==> src/rtl/gfau_op_sequencer.sv <==
// -----------------------------------------------------------------------------
// gfau_op_sequencer
//
// Control-side master for one GFAU instance. Takes GF(p) commands from the
// host (ECC point-operation FSM), fetches both operands from a local register
// file, presents them to the GFAU, waits for the result, writes it back and
// acknowledges the GFAU with a one-cycle done_from_control pulse.
//
// Handshakes (all sampled on the rising edge of i_clk):
//   command : a command transfers in the cycle where i_cmd_valid && o_cmd_ready.
//             o_cmd_ready depends only on FSM state (high in IDLE only), never on
//             i_cmd_valid. Fields must be stable while i_cmd_valid is high.
//   GFAU    : operands/op are held stable from accept until i_done_to_control.
//             The cycle with i_done_to_control=1 is the writeback cycle; the
//             following cycle carries o_done_from_control=1 and o_retire=1.
//             A skipped command (div by zero) never touches the GFAU and only
//             pulses o_retire.
//
// Configuration macro: GFAU_SEQ_TIMEOUT_EN
//   defined   : WAIT has a watchdog of TIMEOUT_CYCLES cycles; on expiry it sets
//               o_err_timeout and acknowledges without writeback.
//   undefined : WAIT waits indefinitely, o_err_timeout is tied to 0.
//
// Ports:
//   i_clk, i_rst_n                    clock, asynchronous active-low reset
//   i_reg_we/_waddr/_wdata            host write port of the register file
//   i_reg_raddr, o_reg_rdata          host combinational read port
//   i_prime_we, i_prime               prime register load (honoured in IDLE only)
//   i_cmd_valid, o_cmd_ready          command handshake
//   i_cmd_op/_src0/_src1/_dst         command fields (0 add,1 sub,2 mult,3 div)
//   o_in_0, o_in_1, o_prime,
//   o_operation_select                GFAU operand/op drive
//   o_done_from_control               acknowledge to the GFAU
//   i_result, i_done_to_control,
//   i_done_add/_sub/_mult/_div        GFAU result and done flags
//   o_retire                          one pulse per completed or skipped command
//   i_err_clr, o_err_div0,
//   o_err_proto, o_err_timeout        sticky error flags and their clear
//   o_dbg_state                       current FSM state (debug observation)
// -----------------------------------------------------------------------------
module gfau_op_sequencer #(
  parameter int DATA_W         = 32,
  parameter int REG_DEPTH      = 8,
  parameter int TIMEOUT_CYCLES = 1024,
  localparam int AW            = (REG_DEPTH > 1) ? $clog2(REG_DEPTH) : 1
) (
  input  logic              i_clk,
  input  logic              i_rst_n,
  input  logic              i_reg_we,
  input  logic [AW-1:0]     i_reg_waddr,
  input  logic [DATA_W-1:0] i_reg_wdata,
  input  logic [AW-1:0]     i_reg_raddr,
  output logic [DATA_W-1:0] o_reg_rdata,
  input  logic              i_prime_we,
  input  logic [DATA_W-1:0] i_prime,
  input  logic              i_cmd_valid,
  output logic              o_cmd_ready,
  input  logic [1:0]        i_cmd_op,
  input  logic [AW-1:0]     i_cmd_src0,
  input  logic [AW-1:0]     i_cmd_src1,
  input  logic [AW-1:0]     i_cmd_dst,
  output logic [DATA_W-1:0] o_in_0,
  output logic [DATA_W-1:0] o_in_1,
  output logic [DATA_W-1:0] o_prime,
  output logic [1:0]        o_operation_select,
  output logic              o_done_from_control,
  input  logic [DATA_W-1:0] i_result,
  input  logic              i_done_to_control,
  input  logic              i_done_add,
  input  logic              i_done_sub,
  input  logic              i_done_mult,
  input  logic              i_done_div,
  output logic              o_retire,
  input  logic              i_err_clr,
  output logic              o_err_div0,
  output logic              o_err_proto,
  output logic              o_err_timeout,
  output logic [1:0]        o_dbg_state
);

  typedef enum logic [1:0] {
    S_IDLE = 2'd0,
    S_WAIT = 2'd1,
    S_ACK  = 2'd2,
    S_SKIP = 2'd3
  } state_e;

  localparam logic [1:0] OP_DIV = 2'd3;

  state_e            state_q, state_d;
  logic [1:0]        op_q, op_d;
  logic [AW-1:0]     dst_q, dst_d;
  logic [DATA_W-1:0] in0_q, in0_d;
  logic [DATA_W-1:0] in1_q, in1_d;
  logic [1:0]        opsel_q, opsel_d;
  logic [DATA_W-1:0] prime_q;
  logic              err_div0_q, err_proto_q;
  logic [DATA_W-1:0] regs_q [REG_DEPTH];

  logic              wb_en;
  logic              set_div0, set_proto, set_timeout;
  logic [3:0]        done_vec, done_exp;

  // Operand values as seen before the accept edge; src==dst is therefore safe.
  logic [DATA_W-1:0] src0_val, src1_val;
  assign src0_val = regs_q[i_cmd_src0];
  assign src1_val = regs_q[i_cmd_src1];

  // A well-behaved GFAU raises exactly the flag of the op it was given.
  assign done_vec = {i_done_div, i_done_mult, i_done_sub, i_done_add};
  assign done_exp = 4'b0001 << op_q;

`ifdef GFAU_SEQ_TIMEOUT_EN
  localparam int CW = $clog2(TIMEOUT_CYCLES + 1);
  logic [CW-1:0] cnt_q, cnt_d;
  logic          err_timeout_q;
`endif

  always_comb begin
    state_d             = state_q;
    op_d                = op_q;
    dst_d               = dst_q;
    in0_d               = in0_q;
    in1_d               = in1_q;
    opsel_d             = opsel_q;
    wb_en               = 1'b0;
    set_div0            = 1'b0;
    set_proto           = 1'b0;
    set_timeout         = 1'b0;
    o_cmd_ready         = 1'b0;
    o_done_from_control = 1'b0;
    o_retire            = 1'b0;
`ifdef GFAU_SEQ_TIMEOUT_EN
    cnt_d               = cnt_q;
`endif
    unique case (state_q)
      S_IDLE: begin
        o_cmd_ready = 1'b1;
        if (i_cmd_valid) begin
          op_d  = i_cmd_op;
          dst_d = i_cmd_dst;
          if (i_cmd_op == OP_DIV && src1_val == '0) begin
            // GFAU outputs keep their previous values: nothing is issued.
            set_div0 = 1'b1;
            state_d  = S_SKIP;
          end else begin
            in0_d   = src0_val;
            in1_d   = src1_val;
            opsel_d = i_cmd_op;
            state_d = S_WAIT;
`ifdef GFAU_SEQ_TIMEOUT_EN
            cnt_d   = '0;
`endif
          end
        end
      end
      S_WAIT: begin
        if (i_done_to_control) begin
          // Result is written even when the done flags look wrong.
          wb_en     = 1'b1;
          set_proto = (done_vec != done_exp);
          state_d   = S_ACK;
        end
`ifdef GFAU_SEQ_TIMEOUT_EN
        else if (cnt_q == CW'(TIMEOUT_CYCLES - 1)) begin
          set_timeout = 1'b1;
          state_d     = S_ACK;
        end else begin
          cnt_d = cnt_q + 1'b1;
        end
`endif
      end
      S_ACK: begin
        o_done_from_control = 1'b1;
        o_retire            = 1'b1;
        state_d             = S_IDLE;
      end
      S_SKIP: begin
        o_retire = 1'b1;
        state_d  = S_IDLE;
      end
      default: state_d = S_IDLE;
    endcase
  end

  always_ff @(posedge i_clk or negedge i_rst_n) begin
    if (!i_rst_n) begin
      state_q     <= S_IDLE;
      op_q        <= '0;
      dst_q       <= '0;
      in0_q       <= '0;
      in1_q       <= '0;
      opsel_q     <= '0;
      prime_q     <= '0;
      err_div0_q  <= 1'b0;
      err_proto_q <= 1'b0;
    end else begin
      state_q     <= state_d;
      op_q        <= op_d;
      dst_q       <= dst_d;
      in0_q       <= in0_d;
      in1_q       <= in1_d;
      opsel_q     <= opsel_d;
      // The modulus is frozen while a command is in flight.
      if (i_prime_we && state_q == S_IDLE) prime_q <= i_prime;
      // A newly raised error beats a simultaneous clear.
      err_div0_q  <= set_div0  | (err_div0_q  & ~i_err_clr);
      err_proto_q <= set_proto | (err_proto_q & ~i_err_clr);
    end
  end

`ifdef GFAU_SEQ_TIMEOUT_EN
  always_ff @(posedge i_clk or negedge i_rst_n) begin
    if (!i_rst_n) begin
      cnt_q         <= '0;
      err_timeout_q <= 1'b0;
    end else begin
      cnt_q         <= cnt_d;
      err_timeout_q <= set_timeout | (err_timeout_q & ~i_err_clr);
    end
  end
  assign o_err_timeout = err_timeout_q;
`else
  assign o_err_timeout = 1'b0;
  // set_timeout is only driven by the watchdog path.
  logic unused_timeout;
  assign unused_timeout = set_timeout;
`endif

  // Register file: GFAU writeback has priority over a host write to the same
  // entry; host writes to any other entry proceed in the same cycle.
  always_ff @(posedge i_clk or negedge i_rst_n) begin
    if (!i_rst_n) begin
      for (int i = 0; i < REG_DEPTH; i++) regs_q[i] <= '0;
    end else begin
      for (int i = 0; i < REG_DEPTH; i++) begin
        if (wb_en && dst_q == AW'(i))
          regs_q[i] <= i_result;
        else if (i_reg_we && i_reg_waddr == AW'(i))
          regs_q[i] <= i_reg_wdata;
      end
    end
  end

  assign o_reg_rdata        = regs_q[i_reg_raddr];
  assign o_in_0             = in0_q;
  assign o_in_1             = in1_q;
  assign o_prime            = prime_q;
  assign o_operation_select = opsel_q;
  assign o_err_div0         = err_div0_q;
  assign o_err_proto        = err_proto_q;
  assign o_dbg_state        = state_q;

endmodule
==> config.mk <==
export PLATFORM = sky130hd
export DESIGN_NAME = gfau_op_sequencer
export DESIGN_NICKNAME = d
export VERILOG_FILES = /design/src/rtl/gfau_op_sequencer.sv
export SDC_FILE = /design/constraint.sdc
export NUM_CORES = 1
export LEC_CHECK = 0
export ABC_AREA = 0
export CAP_MARGIN = 20
export CORE_MARGIN = 5
export CORE_UTILIZATION = 35
export CTS_CLUSTER_DIAMETER = 80
export CTS_CLUSTER_SIZE = 20
export DETAILED_ROUTE_END_ITERATION = 12
export DONT_BUFFER_PORTS = 1
export PLACE_DENSITY = 0.59
export SYNTH_ARGS = -nofsm -noshare
export SYNTH_HDL_FRONTEND = slang
export SYNTH_SLANG_ARGS = --single-unit
==> constraint.sdc <==
create_clock -name i_clk -period 3.4 [get_ports i_clk]
set_input_delay 0.68 -clock i_clk [delete_from_list [all_inputs] [get_ports i_clk]]
set_output_delay 0.68 -clock i_clk [all_outputs]
set_load 0.02 [all_outputs]
Word-level counts from Yosys, hierarchy flattened
Index checks and enable logic that the tools add are counted.
Storage, ports and cells
  memory bits (writable): 0
  memory bits (read-only): 0
  output and inout port bits: 138
  memories: 0
  input bits: 124
  latch bits: 0
  register bits after elaboration: 363
Operators by class
  equal/unequal tests: 21
  muxes and demuxes: 39
  shifts and indexed selects: 1
  reduce and logical (&&, ||, !) cells: 34
  $lt $le $gt $ge: 3
  div/mod/pow operators: 0
  multipliers: 0
  add/subtract/negate cells: 0
  bitwise operators: 9
Operator list (number)
  32-bit 2-to-1 mux: 22
  32-bit binary-select mux with 3-bit select: 3
  32-bit logical NOT: 1
  3-bit equality test (second input constant): 8
  1-bit logical AND: 18
  2-bit nonzero test: 8
  3-bit by 2-bit equality test with 1-bit output (second input constant): 4
  4-bit greater-or-equal comparator (second input constant): 3
  3-bit NOT with 4-bit output: 3
  1-bit 2-to-1 mux: 10
  2-bit equality test (second input constant): 3
  3-bit by 1-bit equality test with 1-bit output (second input constant): 2
  3-bit logical NOT: 2
  2-bit 2-to-1 mux: 3
  2-bit one-hot mux with 3 select lines: 1
  2-bit inequality test (second input constant): 2
  4-bit inequality test: 1
  2-bit AND reduction: 2
  1-bit by 2-bit left shift with 4-bit output (first input constant): 1
  3-bit AND reduction: 1
  1-bit bitwise AND: 2
  2-bit by 1-bit equality test with 1-bit output (second input constant): 1
  2-bit logical NOT: 1
  1-bit NOT: 2
  2 further kinds: 3

Depth between registers and ports, before layout
Gate-level depths: netlist of the first run.
  depth after elaboration: 10
  mapped depth: 12
  depth with buffers taken out: 7

Least setup slack after synthesis of the first run
OpenSTA, ideal clock, no wires.
  path type: input-to-output
  start: input i_reg_raddr[0]
  end: output o_reg_rdata[17]
  required time: 2.720 ns
  slack: 0.243 ns
  arrival: 2.477 ns
  stages: 4
  cells stage by stage: clkbuf_1 > buf_1 > mux4_2 > mux2_2
Between the ends
  cells in the longest elaborated chain, start to end: 4
Ends and longest elaborated chain
  from (decl): line 52  | input logic [AW-1:0] i_reg_raddr,
  3-bit NOT with 4-bit output (not written as such): line 245  | assign o_reg_rdata = regs_q[i_reg_raddr];
  32-bit binary-select mux with 3-bit select: line 245
  32-bit 2-to-1 mux (not written as such) (2 in series): line 245
  to (decl): line 53  | output logic [DATA_W-1:0] o_reg_rdata,
Every way passes these cells. The select of a mux whose other input is x is not followed.

Final worst setup path of the first run
  start: register regs_q[6] (netlist bit)
  end: register in0_q[30] (netlist: o_in_0[30])
Between the ends
  cells in the longest elaborated chain, start to end: 7
Ends and longest elaborated chain
  from (decl): line 98  | logic [DATA_W-1:0] regs_q [REG_DEPTH];
  from (signal, indexed assignment): line 238  | regs_q[i] <= i_result;
  from (signal, indexed assignment): line 240  | regs_q[i] <= i_reg_wdata;
  32-bit binary-select mux with 3-bit select: line 107  | assign src1_val = regs_q[i_cmd_src1];
  32-bit 2-to-1 mux (not written as such) (2 in series): line 107
  32-bit logical NOT: line 142  | if (i_cmd_op == OP_DIV && src1_val == '0) begin
  1-bit logical AND: line 142
  1-bit NOT (no source line)
  3-bit AND reduction (no source line)
  to (signal assigned): line 201  | in0_q <= in0_d;
  to (decl): line 93  | logic [DATA_W-1:0] in0_q, in0_d;
Every way passes these cells. The select of a mux whose other input is x is not followed.
A chain may end at the register's enable or synchronous reset.

==> flow_metrics.env, run 1 <==
export IMPL_postSynth_topFlopCell="dfrtp_1"
export IMPL_maximum_achievable_frequency_mhz=344.7
export IMPL_gr_max_usage_layer="met2"
export IMPL_postLayoutSetupSlackWorst_ps=498.7
export IMPL_total_half_perimeter_wirelength_after_legalization_and_detailed_placement_microns=44270
export IMPL_wire_per_inst_microns=28.25
export IMPL_min_path_type="primary input to async pin"
export IMPL_grt_antenna_before_repair=1
export IMPL_chipHeight_microns=260.2
export IMPL_grt_total_usage_pct=20.92
export IMPL_syn_avg_cell_area_sq_um=11.64
export IMPL_synth_warning_count=0
export IMPL_rows=91
export IMPL_worst_ep_arrival_ps=3360
export IMPL_dr_iter_0_viols=1592
export IMPL_cts_tree="yes"
export IMPL_timing_final_setup_violations=0
export IMPL_synthArstFlopShare_pct=100.0
export IMPL_powerDensity_mw_per_mm2=836.8
export IMPL_hold_violations_final=142
export IMPL_die_area_sq_mm=0.06771
export IMPL_detail_route_vias_per_cell=5.923
export IMPL_cp_top_family="multiplexers"
export IMPL_core_sq_mm=0.06183
export IMPL_synth_top_area_share_pct=41.45
export IMPL_dpl_worst_slack_ps=197.4
export IMPL_leakagePower_nw=9.632
export IMPL_syn_instance_count=1883
export IMPL_floorplan_die_width_microns=260.2
export IMPL_htree_num_levels=1
export IMPL_syn_std_cell_area_sq_mm=0.02191
export IMPL_clk_transition_reported_paths_ps=90
export IMPL_most_common_cell_in_the_netlist="dfrtp_1"
export IMPL_layout_worst_path_cycle_share_pct=85.33
export IMPL_postCtsResizedCells=0
export IMPL_synth_yosys_seq_area_share_pct=41.45
export IMPL_post_synth_most_frequent_cells="363 x dfrtp_1, 297 x mux2i_1, 180 x mux4_2, 159 x nand2_1, 152 x nor2_1"
export IMPL_worstSetupStartpoint="regs_q[6]"
export IMPL_crit_path_end_kind="flip-flop"
export IMPL_antenna_left=0
export IMPL_num_antenna_cells=0
export IMPL_worst_skew_pair_late_latency_ps=590
export IMPL_crit_path_cell_trace="mux4_2 > mux2i_1 > nand3_1 > nor4_1 > nand4_1 > o21ai_4 > buf_12 > mux2_1"
export IMPL_timing_hold_ws_ps=-210.8
export IMPL_largest_net_degree_at_the_start_of_global_routing=364
export IMPL_post_synth_top_area_cell="dfrtp_1"
export IMPL_fin_skew_ps=34.72
export IMPL_fin_setup_tns_ps=0
export IMPL_minimum_setup_slack_among_reg_to_reg_paths_ps=500
export IMPL_violations="negative hold slack, max-slew violations"
export IMPL_grt_pass1_wl_microns=107200
export IMPL_place_gp_congestion=0.8524
export IMPL_max_stage_delay_ps=490
export IMPL_worstPathRequired_ps=3860
export IMPL_post_synth_main_area_contributors="dfrtp_1 41%, mux4_2 18%, mux2i_1 14%"
export IMPL_synthDistinctLibCells=40
export IMPL_total_nets_after_synthesis=2007
export IMPL_dr_pass1_iters=5
export IMPL_final_max_slew_violation_count=103
export IMPL_crit_buf_inv=1
export IMPL_cts_root_buffer="clkbuf_16"
export IMPL_critical_path_max_fanout=29
export IMPL_final_nets=1860
export IMPL_grt_remaining_overflow=0
export IMPL_gr_usage_met2_pct=34.96
export IMPL_cts_root_to_sink_buffers=3
export IMPL_cts_buffers_inserted=26
export IMPL_detail_route_wirelength_microns=73180
export IMPL_cts_setup_buffers=0
export IMPL_drc_errors=0
export IMPL_port_buffers=0
export IMPL_first_global_vias=15420
export IMPL_areaGrowthSynthToFinish_pct=6.777
export IMPL_via_count=15340
export IMPL_drv_max_cap_violation_count=0
export IMPL_status="complete, but fails checks"
export IMPL_io_pins=262
export IMPL_source_of_the_worst_register_to_register_timing_path="regs_q[6]"
export IMPL_setup_repair_after_global_routing_missed_its_margin="no"
export IMPL_timing_worst_slew_pin_value_ps=1677
export IMPL_criticalPathCategory="flip-flop to flip-flop"
export IMPL_worst_setup_path_start_kind="flip-flop"
export IMPL_gr_usage_met3_pct=6.553
export IMPL_synth_enable_flop_cells=0
export IMPL_start_util_pct=35.44
export IMPL_final_layout_size_suffix_gt1_share_pct=21.62
export IMPL_post_route_min_period_ps=2901
export IMPL_slew_headroom_pct=-11.78
export IMPL_synth_ff_latch_count=363
export IMPL_crit_path_top_delay_cell="mux4_2"
export IMPL_clkSinkCount=363
export IMPL_ir_drop_v=0.0005209
export IMPL_globalRouteMet1Util_pct=26.15
## cells in the final DEF, fill, tap and decap left out, types with 3 or more instances in the layout
master,n
a21o_1,14
a21oi_1,132
a221oi_1,4
a22o_1,8
and2_1,4
buf_12,10
buf_4,31
clkbuf_16,26
clkbuf_8,3
clkinvlp_4,3
dfrtp_1,363
inv_1,7
inv_8,3
mux2_1,46
mux2_2,104
mux2i_1,297
mux4_2,180
nand2_1,158
nand2b_1,6
nand3_1,4
nand3b_1,3
nand4_1,5
nand4b_1,3
nor2_1,151
nor2b_1,6
nor3_1,7
nor3_2,3
nor3b_1,4
nor3b_2,4
o21ai_0,131
or4_1,4
## area by class of cell
class / instances / area, sq um
fillers: 5928 / 38430
multi-input cells: 1297 / 11930
flip-flops and latches: 363 / 9084
well taps: 837 / 1047
clock buffers: 31 / 699.4
repair buffers: 41 / 432.9
clock inverters: 14 / 180.2
inverters: 7 / 26.28
## routing by layer
metal	vias to the layer above	routed length [microns]
met5	-	0
met4	0	2546
met3	135	7217
met2	712	35740
met1	7902	27680
li1	6592	-
## path summary, 6_finish.rpt
check / depth (start not counted) / end
min in group i_clk: 1 / o_err_div0
max: 8 / o_in_0[30]
min: 0 / regs_q[171]
max reg2reg: 8 / o_in_0[30]
min reg2reg: 2 / op_q[0]
max in group asynchronous: 0 / o_prime[14]
## report_power, final
group,total [mW],switching (mW),internal (mW),leakage [nW]
clock network,3.40,1.73,1.67,0.422
registers,9.39,2.94,6.44,4.30
logic,6.79,2.93,3.86,4.91
total,19.6,7.60,12.0,9.63
## sequential cells by signal (all words and copies together), names as in the netlist
register	count
o_dbg_state	2
o_in_0	32
dst_q	3
regs_q	256
o_operation_select	2
o_err_div0	1
op_q	2
o_in_1	32
o_prime	32
o_err_proto	1
## stage by stage
stage	total power [mW]	instances	instance area, sq um	utilization (%)
global placement	15.88	2545	22520	36.42
floorplan	14.01	1883	21910	-
global route	20.67	2590	23400	37.85
CTS	19.65	2590	23400	37.85
detailed placement	16.21	2545	22520	36.42
finish	19.58	2590	23400	37.85
## logic make-up after synthesis
family | Yosys count | synth area share (%)
AO/OA/AOI/OAI | 301 | 7.366
buffers and inverters | 223 | 4.391
flip-flops | 363 | 41.45
multiplexers | 627 | 39.77
other | 1 | 0.01711
AND/OR/NAND/NOR | 368 | 7.000
No activity file was read; power rests on OpenSTA's default activity.
==> run 2, diff against run 1 <==
--- a/config.mk
+++ b/config.mk
@@ -13,7 +13,6 @@
 export CTS_CLUSTER_SIZE = 20
 export DETAILED_ROUTE_END_ITERATION = 12
 export DONT_BUFFER_PORTS = 1
-export PLACE_DENSITY = 0.59
 export SYNTH_ARGS = -nofsm -noshare
 export SYNTH_HDL_FRONTEND = slang
 export SYNTH_SLANG_ARGS = --single-unit
==> run 2 against run 1 <==
The flow finishes with violations (negative hold slack). Core utilization fell by 0.15 points. Fmax is 2.8% higher. Wire length grew 0.44%. Non-clock buffer count is 5 higher. Combinational power barely moved. Cell count about the same. Sequential share of layout area is 0.15 points higher. Largest cell class unchanged.
==> flow_metrics.env, run 2 (same netlist as run 1, synthesis figures left out) <==
export IMPL_status="complete, but fails checks"
export IMPL_violations="negative hold slack"
export IMPL_crit_buf_inv=2
export IMPL_grt_remaining_overflow=0
export IMPL_grt_pass1_wl_microns=107800
export IMPL_most_common_layout_cells="363 x dfrtp_1, 297 x mux2i_1, 180 x mux4_2, 158 x nand2_1, 151 x nor2_1"
export IMPL_timing_worst_slew_pin_value_ps=1414
export IMPL_crit_path_top_delay_cell="mux4_2"
export IMPL_fillerInstances=5882
export IMPL_clk_transition_reported_paths_ps=80
export IMPL_detail_route_wirelength_microns=73510
export IMPL_worstPathRequired_ps=3860
export IMPL_worst_skew_pair_late_latency_ps=590
export IMPL_final_nets=1864
export IMPL_rows=91
export IMPL_worst_ep_arrival_ps=3280
export IMPL_source_of_the_worst_register_to_register_timing_path="regs_q[6]"
export IMPL_setup_repair_after_global_routing_missed_its_margin="no"
export IMPL_postLayoutSetupSlackWorst_ps=578.6
export IMPL_final_layout_size_suffix_gt1_share_pct=21.69
export IMPL_num_antenna_cells=0
export IMPL_total_half_perimeter_wirelength_after_legalization_and_detailed_placement_microns=44570
export IMPL_place_gp_congestion=0.8503
export IMPL_die_area_sq_mm=0.06771
export IMPL_hold_violations_final=135
export IMPL_wire_per_inst_microns=28.39
export IMPL_post_route_min_period_ps=2821
export IMPL_core_sq_mm=0.06183
export IMPL_cts_buffers_inserted=25
export IMPL_detail_route_vias_per_cell=5.996
export IMPL_final_max_slew_violation_count=0
export IMPL_dr_iter_0_viols=1502
export IMPL_regMostFlops="regs_q"
export IMPL_crit_path_cell_trace="mux4_2 > mux2i_1 > buf_4 > nand3_1 > nor4_1 > nand4_1 > o21ai_4 > buf_12 > mux2_1"
export IMPL_maximum_achievable_frequency_mhz=354.4
export IMPL_design_power_total_mw=19.24
export IMPL_layout_worst_path_cycle_share_pct=82.98
export IMPL_chipHeight_microns=260.2
export IMPL_cts_setup_buffers=0
export IMPL_via_count=15520
export IMPL_clkSinkCount=363
export IMPL_cts_root_buffer="clkbuf_16"
export IMPL_postCtsResizedCells=0
export IMPL_grt_total_usage_pct=21.03
export IMPL_reg2reg_capture_point="o_in_0[14]"
export IMPL_critical_path_max_fanout=38
export IMPL_ir_drop_v=0.0003896
export IMPL_largest_net_degree_at_the_start_of_global_routing=364
export IMPL_dr_pass1_iters=5
export IMPL_worst_setup_path_start_kind="flip-flop"
export IMPL_powerDensity_mw_per_mm2=825.6
export IMPL_minimum_setup_slack_among_reg_to_reg_paths_ps=580
export IMPL_floorplan_die_width_microns=260.2
export IMPL_cts_root_to_sink_buffers=3
export IMPL_criticalPathCategory="flip-flop to flip-flop"
export IMPL_io_pins=262
export IMPL_reg2regPathDepth=9
export IMPL_max_stage_delay_ps=470
export IMPL_cts_tree="yes"
export IMPL_fin_setup_tns_ps=0
export IMPL_fin_skew_ps=27.67
export IMPL_largest_register_ff_count=256
export IMPL_timing_final_setup_violations=0
export IMPL_drc_errors=0
export IMPL_min_path_type="primary input to async pin"
export IMPL_antenna_left=0
export IMPL_drv_max_cap_violation_count=0
export IMPL_cp_top_family="multiplexers"
export IMPL_port_buffers=0
export IMPL_most_common_library_cell_in_the_layout_ignoring_fill_and_taps="dfrtp_1"
export IMPL_crit_path_end_kind="flip-flop"
export IMPL_areaGrowthSynthToFinish_pct=6.366
export IMPL_leakagePower_nw=9.603
export IMPL_htree_num_levels=1
export IMPL_start_util_pct=35.44
export IMPL_timing_hold_ws_ps=-183.5
export IMPL_first_global_vias=15550
export IMPL_grt_antenna_before_repair=0
export IMPL_dpl_worst_slack_ps=279.8
export IMPL_slew_headroom_pct=5.703
-- run 2: cell count changes in the layout (fill, tap and decap cells not counted), sizes merged --
cell,previous run,this run
buf,41,46
bufinv,2,0
clkbuf,31,28
clkinv,3,1
clkinvlp,3,2
inv,13,15
-- run 2: final cells by class --
cell class | instances | area, sq um | area share, %
tap | 837 | 1047 | 4.493
clock buffer | 28 | 666.9 | 2.861
inverter | 7 | 26.28 | 0.1127
sequential | 363 | 9084 | 38.97
timing repair buffer | 46 | 457.9 | 1.965
multi-input combinational | 1297 | 11930 | 51.18
clock inverter | 11 | 97.59 | 0.4187
-- run 2: worst max path at each step --
stage	from	end	slack, ps	cells past startpoint
2_1_floorplan	i_reg_raddr[0]	o_reg_rdata[17]	240	4
3_3_place_gp	i_cmd_src1[1]	o_in_0[17]	270	8
3_5_place_dp	i_cmd_src1[1]	o_in_0[15]	280	8
4_1_cts	regs_q[20]	o_in_1[21]	600	8
5_1_grt	regs_q[38]	o_in_1[30]	450	9
6_report	regs_q[6]	o_in_0[14]	580	9
-- run 2: per-stage QoR --
step | area, sq um | cells | util, %
6_report | 23310 | 2589 | 37.70
3_3_place_gp | 22540 | 2550 | 36.46
2_1_floorplan | 21910 | 1883 | -
4_1_cts | 23310 | 2589 | 37.70
5_1_grt | 23310 | 2589 | 37.70
3_5_place_dp | 22540 | 2550 | 36.46
-- run 2: layer usage --
metal | track usage, % | wire (microns) | part of all wire (%)
met5 | 0 | 0 | 0
met4 | 4.828 | 1849 | 2.5
met3 | 6.777 | 7571 | 10
met2 | 35.01 | 35800 | 49
met1 | 26.91 | 28280 | 38
-- run 2: worst reg2reg max path, cell delays in order, from the launching register on --
cell and delay (ps):
dfrtp_1 420, mux4_2 470, mux2i_1 190, buf_4 180, nand3_1 90, nor4_1 290
nand4_1 190, o21ai_4 240, buf_12 250, mux2_1 400
-- run 2: report_power, final --
part / switching (mW) / total (mW) / leakage (nW) / internal (mW)
sequential: 2.91 / 9.35 / 4.30 / 6.44
combinational: 2.91 / 6.78 / 4.93 / 3.87
clock: 1.66 / 3.11 / 0.375 / 1.44
